### config.mk
export PLATFORM = sky130hd
export DESIGN_NAME = poly_op_ctrl
export DESIGN_NICKNAME = d
export VERILOG_FILES = /design/src/rtl/poly_op_ctrl.sv
export SDC_FILE = /design/constraint.sdc
export NUM_CORES = 1
export LEC_CHECK = 0
export CORE_MARGIN = 2
export CORE_UTILIZATION = 45
export CTS_CLUSTER_DIAMETER = 40
export DETAILED_ROUTE_END_ITERATION = 12
export GPL_TIMING_DRIVEN = 0
export HOLD_SLACK_MARGIN = 0.03
export PLACE_DENSITY = 0.74
export SLEW_MARGIN = 20
export SYNTH_ARGS = -nofsm -noshare
export SYNTH_HDL_FRONTEND = slang
export SYNTH_SLANG_ARGS = --single-unit
### constraint.sdc
create_clock -name clk -period 1.8 [get_ports clk]
set_clock_uncertainty 0.1 [all_clocks]
set_input_delay 0.36 -clock clk [delete_from_list [all_inputs] [get_ports clk]]
set_output_delay 0.36 -clock clk [all_outputs]
set_load 0.1 [all_outputs]
### src/rtl/poly_op_ctrl.sv
// ----------------------------------------------------------------------------
// poly_op_ctrl
//
// Operation sequencer that sits in front of addr_gen in the Kyber polynomial
// datapath. A start strobe in IDLE latches the operation mode. The block then
// runs a cycle counter over the operation length, issues coefficient-RAM reads
// for every counter value, and replays those reads as writes PIPE_LAT cycles
// later, once they have passed through the butterfly pipeline. It raises busy
// for the whole operation and pulses done once the last write has been issued.
//
// Optional feature (macro POLY_OP_STALL_EN):
//   Adds a 'stall' input. While stall is high in RUN or DRAIN, the sequence
//   freezes in place and both memory enables are suppressed.
//
// Ports:
//   clk          in   system clock (rising edge)
//   rst          in   synchronous reset, active-high
//   start        in   command strobe, only sampled in IDLE
//   mode_in      in   [1:0] 0:NTT 1:INVNTT 2:MULT 3:ADDSUB
//   stall        in   sequence hold (only with POLY_OP_STALL_EN)
//   mode         out  [1:0] latched operation mode
//   clk_counter  out  [7:0] running cycle index
//   stage        out  [2:0] clk_counter[7:5], current NTT layer
//   rd_en        out  coefficient RAM read enable
//   wr_en        out  coefficient RAM write enable (rd_en delayed PIPE_LAT)
//   busy         out  high from accepted start until last write
//   done         out  one-cycle completion pulse
// ----------------------------------------------------------------------------
module poly_op_ctrl #(
    parameter int NTT_CYCLES    = 224,
    parameter int INVNTT_CYCLES = 224,
    parameter int MULT_CYCLES   = 64,
    parameter int ADDSUB_CYCLES = 32,
    parameter int PIPE_LAT      = 4
) (
    input  logic       clk,
    input  logic       rst,
    input  logic       start,
    input  logic [1:0] mode_in,
`ifdef POLY_OP_STALL_EN
    input  logic       stall,
`endif
    output logic [1:0] mode,
    output logic [7:0] clk_counter,
    output logic [2:0] stage,
    output logic       rd_en,
    output logic       wr_en,
    output logic       busy,
    output logic       done
);

    typedef enum logic [1:0] {
        IDLE  = 2'd0,
        RUN   = 2'd1,
        DRAIN = 2'd2,
        DONE  = 2'd3
    } state_t;

    // Final counter value for a given operation mode.
    function automatic logic [7:0] last_index(input logic [1:0] m);
        logic [7:0] r;
        case (m)
            2'd0:    r = 8'(NTT_CYCLES - 1);
            2'd1:    r = 8'(INVNTT_CYCLES - 1);
            2'd2:    r = 8'(MULT_CYCLES - 1);
            2'd3:    r = 8'(ADDSUB_CYCLES - 1);
            default: r = 8'(NTT_CYCLES - 1);
        endcase
        return r;
    endfunction

    localparam logic [3:0] DRAIN_LAST = 4'(PIPE_LAT - 1);

    state_t                state_r, state_s;
    logic [1:0]            mode_r, mode_s;
    logic [7:0]            cnt_r, cnt_s;
    logic                  rd_r, rd_s;
    logic                  busy_r, busy_s;
    logic                  done_r, done_s;
    logic [3:0]            drain_r, drain_s;
    logic [PIPE_LAT-1:0]   sr_r, sr_s;
    logic [PIPE_LAT:0]     shift_ext_s;
    logic [7:0]            last_s;
    logic                  stall_eff_s;

    // Stall only freezes an operation in flight; IDLE and DONE ignore it.
`ifdef POLY_OP_STALL_EN
    assign stall_eff_s = stall & ((state_r == RUN) | (state_r == DRAIN));
`else
    assign stall_eff_s = 1'b0;
`endif

    // Read-enable history; bit PIPE_LAT-1 is the read issued PIPE_LAT cycles ago.
    assign shift_ext_s = {sr_r, rd_r};
    assign last_s      = last_index(mode_r);

    // Next-state and next-output computation for the sequencer.
    always_comb begin
        state_s = state_r;
        mode_s  = mode_r;
        cnt_s   = cnt_r;
        rd_s    = rd_r;
        busy_s  = busy_r;
        done_s  = 1'b0;
        drain_s = drain_r;
        if (stall_eff_s) begin
            sr_s = sr_r;
        end else begin
            sr_s = shift_ext_s[PIPE_LAT-1:0];
        end

        case (state_r)
            IDLE: begin
                cnt_s   = 8'd0;
                rd_s    = 1'b0;
                busy_s  = 1'b0;
                drain_s = 4'd0;
                if (start) begin
                    mode_s  = mode_in;
                    state_s = RUN;
                    busy_s  = 1'b1;
                    rd_s    = 1'b1;
                end else begin
                    state_s = IDLE;
                end
            end
            RUN: begin
                if (stall_eff_s) begin
                    state_s = RUN;
                end else if (cnt_r == last_s) begin
                    state_s = DRAIN;
                    rd_s    = 1'b0;
                    cnt_s   = 8'd0;
                    drain_s = 4'd0;
                end else begin
                    cnt_s = cnt_r + 8'd1;
                end
            end
            DRAIN: begin
                // The last read needs PIPE_LAT cycles to emerge as a write.
                if (stall_eff_s) begin
                    state_s = DRAIN;
                end else if (drain_r == DRAIN_LAST) begin
                    state_s = DONE;
                    busy_s  = 1'b0;
                    done_s  = 1'b1;
                end else begin
                    drain_s = drain_r + 4'd1;
                end
            end
            DONE: begin
                state_s = IDLE;
            end
            default: begin
                state_s = IDLE;
                cnt_s   = 8'd0;
                rd_s    = 1'b0;
                busy_s  = 1'b0;
                drain_s = 4'd0;
            end
        endcase
    end

    // Sequencer state and registered outputs.
    always_ff @(posedge clk) begin
        if (rst) begin
            state_r <= IDLE;
            mode_r  <= 2'd0;
            cnt_r   <= 8'd0;
            rd_r    <= 1'b0;
            busy_r  <= 1'b0;
            done_r  <= 1'b0;
            drain_r <= 4'd0;
            sr_r    <= '0;
        end else begin
            state_r <= state_s;
            mode_r  <= mode_s;
            cnt_r   <= cnt_s;
            rd_r    <= rd_s;
            busy_r  <= busy_s;
            done_r  <= done_s;
            drain_r <= drain_s;
            sr_r    <= sr_s;
        end
    end

    assign mode        = mode_r;
    assign clk_counter = cnt_r;
    assign stage       = cnt_r[7:5];
    assign rd_en       = rd_r & ~stall_eff_s;
    assign wr_en       = sr_r[PIPE_LAT-1] & ~stall_eff_s;
    assign busy        = busy_r;
    assign done        = done_r;

endmodule

==> key figures, run 1 <==
Synthesis
  – Syn Area/Cell: around 8.5 sq um
  – Gate Count Post-Synth: between 100 and 150
  – Yosys Warn Count: 0
  – Top_reg_cell synth: dfxtp_1
  – Top cell type's share of synthesized area: 41.12%
  – Library cells used by synthesis: 36
  – Count leader, synth: dfxtp_1
  – Seq/Total Area, Yosys: 41.12%
  – Synth area leaders: dfxtp_1 41%, ha_1 5.6%, nand2_1 4.7%
  – Number of flops mapped to enable cells by yosys: 0
  – Syn nets: between 100 and 150
  – #FFs+latches synth: 23
  – Syn Std Cell Area: around 0.0011 sq mm
  – Largest area contributor in the netlist: dfxtp_1
  – Synth async-reset ratio: 0%
  – Most common library cells after synthesis: 23 x dfxtp_1, 14 x nand2_1, 10 x nand3_1

Placed design
  – Placed Cells: 183
  – Placed cell areas: 0.001446 sq mm
  – Post-place setup slack: -0.2822 ns
  – Number of buffers added on ports: 21
  – Final GP Congestion: 0.8494
  – Post-DP HPWL: approximately 1900 um

Detailed routing
  – Pre-Repair DR Iteration Count: 4
  – WL final: 2833 um
  – Vias per std cell: 5.862
  – Wire length per cell: 14.53 um
  – DR vias: 1143
  – # DRC: 0
  – Drt first-iter violations: 37
  – Detail Route Antenna Nets: 0

Worst setup path
  – Worst setup path class: reg -> reg
  – Worst Reg-to-Reg Cells: 6
  – CP Launch Point: clk_counter[0]
  – Slack of the worst reg-to-reg path: -0.05 ns
  – Worst path arrival time: around 2.0 ns
  – CP max FO: 5
  – Worst r2r src: clk_counter[0]
  – CP required: 1.96 ns
  – Critical Path Source Type: flop
  – R2r endpoint: drain_r[3]
  – Critical path endpoint category: flop

Power and ir drop
  – Clock power frac: between 10 and 15%
  – Comb pwr share: 52.5%
  – P_leak: 0.5753 nW
  – Total power per unit cell area: 1154 mW/mm^2
  – Switching share of power: 46.26%
  – NetSw: 0.8390 mW
  – Int Pwr: 0.9746 mW
  – Peak VDD IR: 0.9389 mV
  – Sequential Power Share: around a third

Timing
  – Max-slew headroom: around 64%
  – Final period utilization: 102.6%
  – Achievable Freq: 0.5412 GHz
  – Final setup violation count: 2
  – Slew Limit Fails: 0
  – Crit path time final: 1.848 ns
  – Hold Vio Cnt, Final: 0
  – Setup slack after layout: -0.04767 ns
  – Slew @ Worst Pin: 0.5456 ns
  – Setup repair after global routing missed its margin: yes
  – Hold Slack: 0.3566 ns

Die
  – # IOs: 22
  – Die area: around 0.0029 sq mm
  – Core area: 0.002410 sq mm
  – Site row count: 18
  – Chip width: 53.89 um
  – Die height: 53.89 um
  – Initial Utilization: a little under half

Min path
  – Hold EP: sr_r[1]
  – Tightest Hold Check Type: reg -> reg
  – Worst hold stages: 1
  – Hold_sp: sr_r[0]

Clocking
  – Clk root buf: clkbuf_4
  – Clock sink count: 23
  – H-tree levels: 1
  – TritonCTS clock tree: built
  – CTS clk-pin slew, worst paths: 0.13 ns
  – Clock latency on the worst-skew pair: 0.32 ns
  – Clock Tree Buf Depth: 2
  – CTS Buf Count: 3

Global routing
  – First-pass GRT wire length: 4788 um
  – Total Routing Usage GR: 23.56%
  – Vias in the first global route: 1092
  – Largest net degree at the start of global routing: 14
  – Grt ovf: 0
  – Initial antenna violation count: 0

Final layout
  – Design Area, Final: ~0.0016 sq mm
  – Nets: 176
  – Post-Layout Cell Count: approximately 200
  – Reg area: between 400 and 500 sq um
  – Filler cells: between 200 and 250
  – Post-synthesis to final-layout area growth: 40.34%
  – Fraction of layout cells with a size suffix above 1: 35.15%
  – # diodes: 0
  – Multi-input gate area: 674.4 sq um

Outcome
  – Violated checks: negative setup slack
  – Status: finished with violations

Job
  – Maxcap violations: 0
[registers in the layout, summed over array words and instances (netlist names)]
register / flops
clk_counter: 8
drain_r: 4
sr_r: 4
mode: 2
state_r: 2
busy: 1
done: 1
rd_en: 1
[power groups by stage]
stage               clock, mW  sequential, mW  combinational (mW)
CTS                     0.248           0.612               0.911
global placement            0           0.622               0.814
finish                  0.247           0.613               0.953
detailed placement          0           0.628               0.846
global route            0.269           0.623                1.05
floorplan                   0           0.829               0.440
[timing repair]
action | 4_1_cts | 5_1_grt
gates cloned | 0 | 0
buffers inserted | 6 | 2
hold buffers | 0 | 0
pin swaps | 2 | 6
endpoints found under the setup margin | 20 | 21
gates resized for setup | 61 | 16
[final cells by class]
type | instances | share of cell area, %
flip-flops and latches | 23 | 31.77
clock inverters | 1 | 0.3185
multi-input cells | 95 | 42.91
well taps | 30 | 2.389
inverters | 6 | 1.433
plain buffers | 8 | 3.742
repair buffers | 29 | 16.00
clock buffers | 3 | 1.433
[worst max path at each step]
stage | slack [ns] | end | cells past startpoint
3_3_place_gp | -0.28 | done | 4
6_report | -0.05 | drain_r[3] | 6
5_1_grt | -0.09 | drain_r[3] | 6
2_1_floorplan | -0.22 | drain_r[3] | 6
3_5_place_dp | -0.28 | stage[1] | 2
4_1_cts | -0.05 | drain_r[3] | 5
[cell usage in the layout, fill, tap and decap left out, drive strengths merged, types with 2 or more instances in the layout]
cell type,instances
nor4b,2
buf,19
a31oi,4
clkdlybuf4s50,4
o21ai,7
mux2i,2
nand2,14
nand2b,3
a311oi,2
nor3,4
a21oi,8
nor2b,4
ha,5
a32o,2
clkdlybuf4s15,10
or3,3
nor2,8
nor3b,2
dfxtp,23
and2,2
and4,2
nand3,10
inv,6
clkbuf,6
[logic make-up after synthesis]
group / Yosys count / synth area share, %
AOI/OAI and AO/OA: 29 / 17.10
adders and majority gates: 5 / 5.587
buffers and inverters: 14 / 5.921
DFF: 23 / 41.12
muxes: 2 / 1.788
and+or+nand+nor: 59 / 28.49
[through the flow]
stage | utilization (%) | setup TNS, ns | total power, mW
4_1_cts | 64.28 | -0.09309 | 1.771
5_1_grt | 65.21 | -0.5224 | 1.941
2_1_floorplan | - | -0.3212 | 1.269
3_3_place_gp | 60.02 | -5.245 | 1.437
6_report | 65.21 | -0.06235 | 1.814
3_5_place_dp | 60.02 | -5.460 | 1.474
[worst max-delay path, stage by stage, from the launching register on]
cell and delay (ns):
dfxtp_4 0.38, ha_4 0.16, and4_4 0.24, o21ai_2 0.09
o21a_4 0.23, or4b_1 0.47, a31oi_1 0.14
[layer usage]
layer / global-route usage (%) / wire, um / vias up / part of all wire (%)
li1: - / - / 543 / -
met1: 26.50 / 1130 / 538 / 40
met2: 41.06 / 1411 / 54 / 50
met3: 4.444 / 202 / 8 / 7.1
met4: 13.68 / 88 / 0 / 3.1
met5: 0 / 0 / - / 0
(Power assumes the default switching activity.)
==> run 2: changes to the inputs <==
--- a/config.mk
+++ b/config.mk
@@ -11,7 +11,7 @@
 export DETAILED_ROUTE_END_ITERATION = 12
 export GPL_TIMING_DRIVEN = 0
 export HOLD_SLACK_MARGIN = 0.03
-export PLACE_DENSITY = 0.74
+export PLACE_DENSITY = 0.73
 export SLEW_MARGIN = 20
 export SYNTH_ARGS = -nofsm -noshare
 export SYNTH_HDL_FRONTEND = slang
==> run 2 against run 1 <==
The flow still finishes with violations (negative setup slack). Worst hold slack is essentially flat. Count of clock-buffer cells in the layout stayed put. Sequential cell count stayed put. Utilization decreased by 0.42 points. Final cell count shrank 2.1%. Die area is the same. Highest routed layer unchanged. Sequential share of layout area increased by 0.12 points.
==> key figures, run 2 (synthesis results as in run 1) <==
Worst setup path
  – Worst path arrival time: 1.98 ns
  – CP max FO: 6
  – Worst r2r src: clk_counter[7]
  – CP Launch Point: clk_counter[7]
  – Critical path endpoint category: flop
  – Worst setup path class: reg -> reg
  – CP required: 1.95 ns
  – Critical Path Source Type: flop

Timing
  – Final setup violation count: 1
  – Achievable Freq: roughly 0.55 GHz
  – Final period utilization: 101.6%
  – Hold Vio Cnt, Final: 0
  – Slew @ Worst Pin: 0.5479 ns
  – Setup slack after layout: -0.02888 ns
  – Setup TNS: -0.02888 ns
  – Crit path time final: 1.829 ns
  – Setup repair after global routing missed its margin: yes
  – Slew Limit Fails: 0
  – Max-slew headroom: 63.64%

Placed design
  – Number of buffers added on ports: 21
  – Post-DP HPWL: 1834 um
  – Post-place setup slack: -0.3069 ns
  – Final GP Congestion: 0.8406

Detailed routing
  – Drt first-iter violations: 26
  – Pre-Repair DR Iteration Count: 4
  – Detail Route Antenna Nets: 0
  – WL final: 2668 um
  – # DRC: 0
  – Vias per std cell: 5.565
  – DR vias: 1063
  – Wire length per cell: 13.97 um

Outcome
  – Status: finished with violations
  – Violated checks: negative setup slack

Final layout
  – Commonest non-fill, non-tap cell in the layout: nand2_1
  – Nets: 172
  – # diodes: 0
  – Fin util: 64.80%
  – Post-synthesis to final-layout area growth: 39.44%
  – Most frequent cells in the layout: 14 x nand2_1, 13 x dfxtp_1, 12 x clkdlybuf4s15_2
  – Max FFs per register: 8
  – Fraction of layout cells with a size suffix above 1: 34.16%

Power and ir drop
  – P_leak: 0.5581 nW
  – Total power per unit cell area: 1147 mW/mm^2
  – Peak VDD IR: 0.8804 mV
  – Total power: 1.791 mW

Job
  – Maxcap violations: 0

Min path
  – Tightest Hold Check Type: reg -> reg
  – Hold_sp: sr_r[2]

Global routing
  – Grt ovf: 0
  – Vias in the first global route: 993
  – Total Routing Usage GR: 20.12%
  – Largest net degree at the start of global routing: 14
  – Initial antenna violation count: 0
  – First-pass GRT wire length: approximately 4300 um

Clocking
  – Clock Tree Buf Depth: 2
  – H-tree levels: 1
  – Clock latency on the worst-skew pair: 0.31 ns
  – TritonCTS clock tree: built
  – Clk root buf: clkbuf_4
  – CTS Buf Count: 3
  – Clock sink count: 23
  – CTS clk-pin slew, worst paths: 0.14 ns

Die
  – # IOs: 22
  – Die area: 0.002904 sq mm
  – Die height: 53.89 um
  – Site row count: 18
  – Initial Utilization: 46.47%
  – Chip width: 53.89 um
  – Core area: around 0.0024 sq mm
-- run 2: report_power, final --
group | leakage (nW) | internal (mW) | switching [mW]
logic | 0.346 | 0.305 | 0.621
registers | 0.195 | 0.568 | 0.0492
clock network | 0.0177 | 0.0830 | 0.166
total | 0.558 | 0.955 | 0.836
-- run 2: repair_timing --
action	CTS	global route
hold endpoints to repair	0	0
hold buffers	0	0
endpoints found under the setup margin	20	19
pin swaps	2	3
resized for setup	61	11
cloned	0	0
buffers inserted	3	1
-- run 2: through the flow --
| step | instances | hold WS, ns | cell area, sq um |
|---|---|---|---|
| global route | 191 | 0.3640 | 1562 |
| CTS | 190 | 0.3486 | 1533 |
| floorplan | 132 | 0.3138 | 1199 |
| finish | 191 | 0.3565 | 1562 |
| global placement | 183 | 0.3261 | 1446 |
| detailed placement | 183 | 0.3284 | 1446 |
-- run 2: final cells by class --
class                           count  area [sq um]
Fill cell                         203         848.3
Multi-Input combinational cell     95         683.2
Sequential cell                    23         498.0
Timing Repair Buffer               25         235.2
Buffer                              8         57.56
Tap cell                           30         37.54
Clock buffer                        3         22.52
Inverter                            6         22.52
Clock inverter                      1         5.005
-- run 2: worst paths after layout --
kind	to	slack, ns	cells after the start
worst max-delay path	drain_r[3]	-0.03	5
worst min-delay path	sr_r[3]	0.36	1
worst max register to register	drain_r[3]	-0.03	5
worst min register to register	sr_r[3]	0.36	1
-- run 2: worst max-delay path, stage by stage, from the launching register on --
cell	delay (ns)
dfxtp_4	0.41
nor4bb_4	0.34
a311oi_4	0.08
o21a_4	0.24
or4b_1	0.46
a31oi_1	0.13
-- run 2: per-layer routing --
layer  GRT usage [%]  part of all wire [%]  vias to the layer above
li1                -                     -                      541
met1           24.44                    45                      493
met2           36.18                    50                       27
met3           2.778                   3.9                        2
met4           6.410                  0.56                        0
met5               0                     0                        -
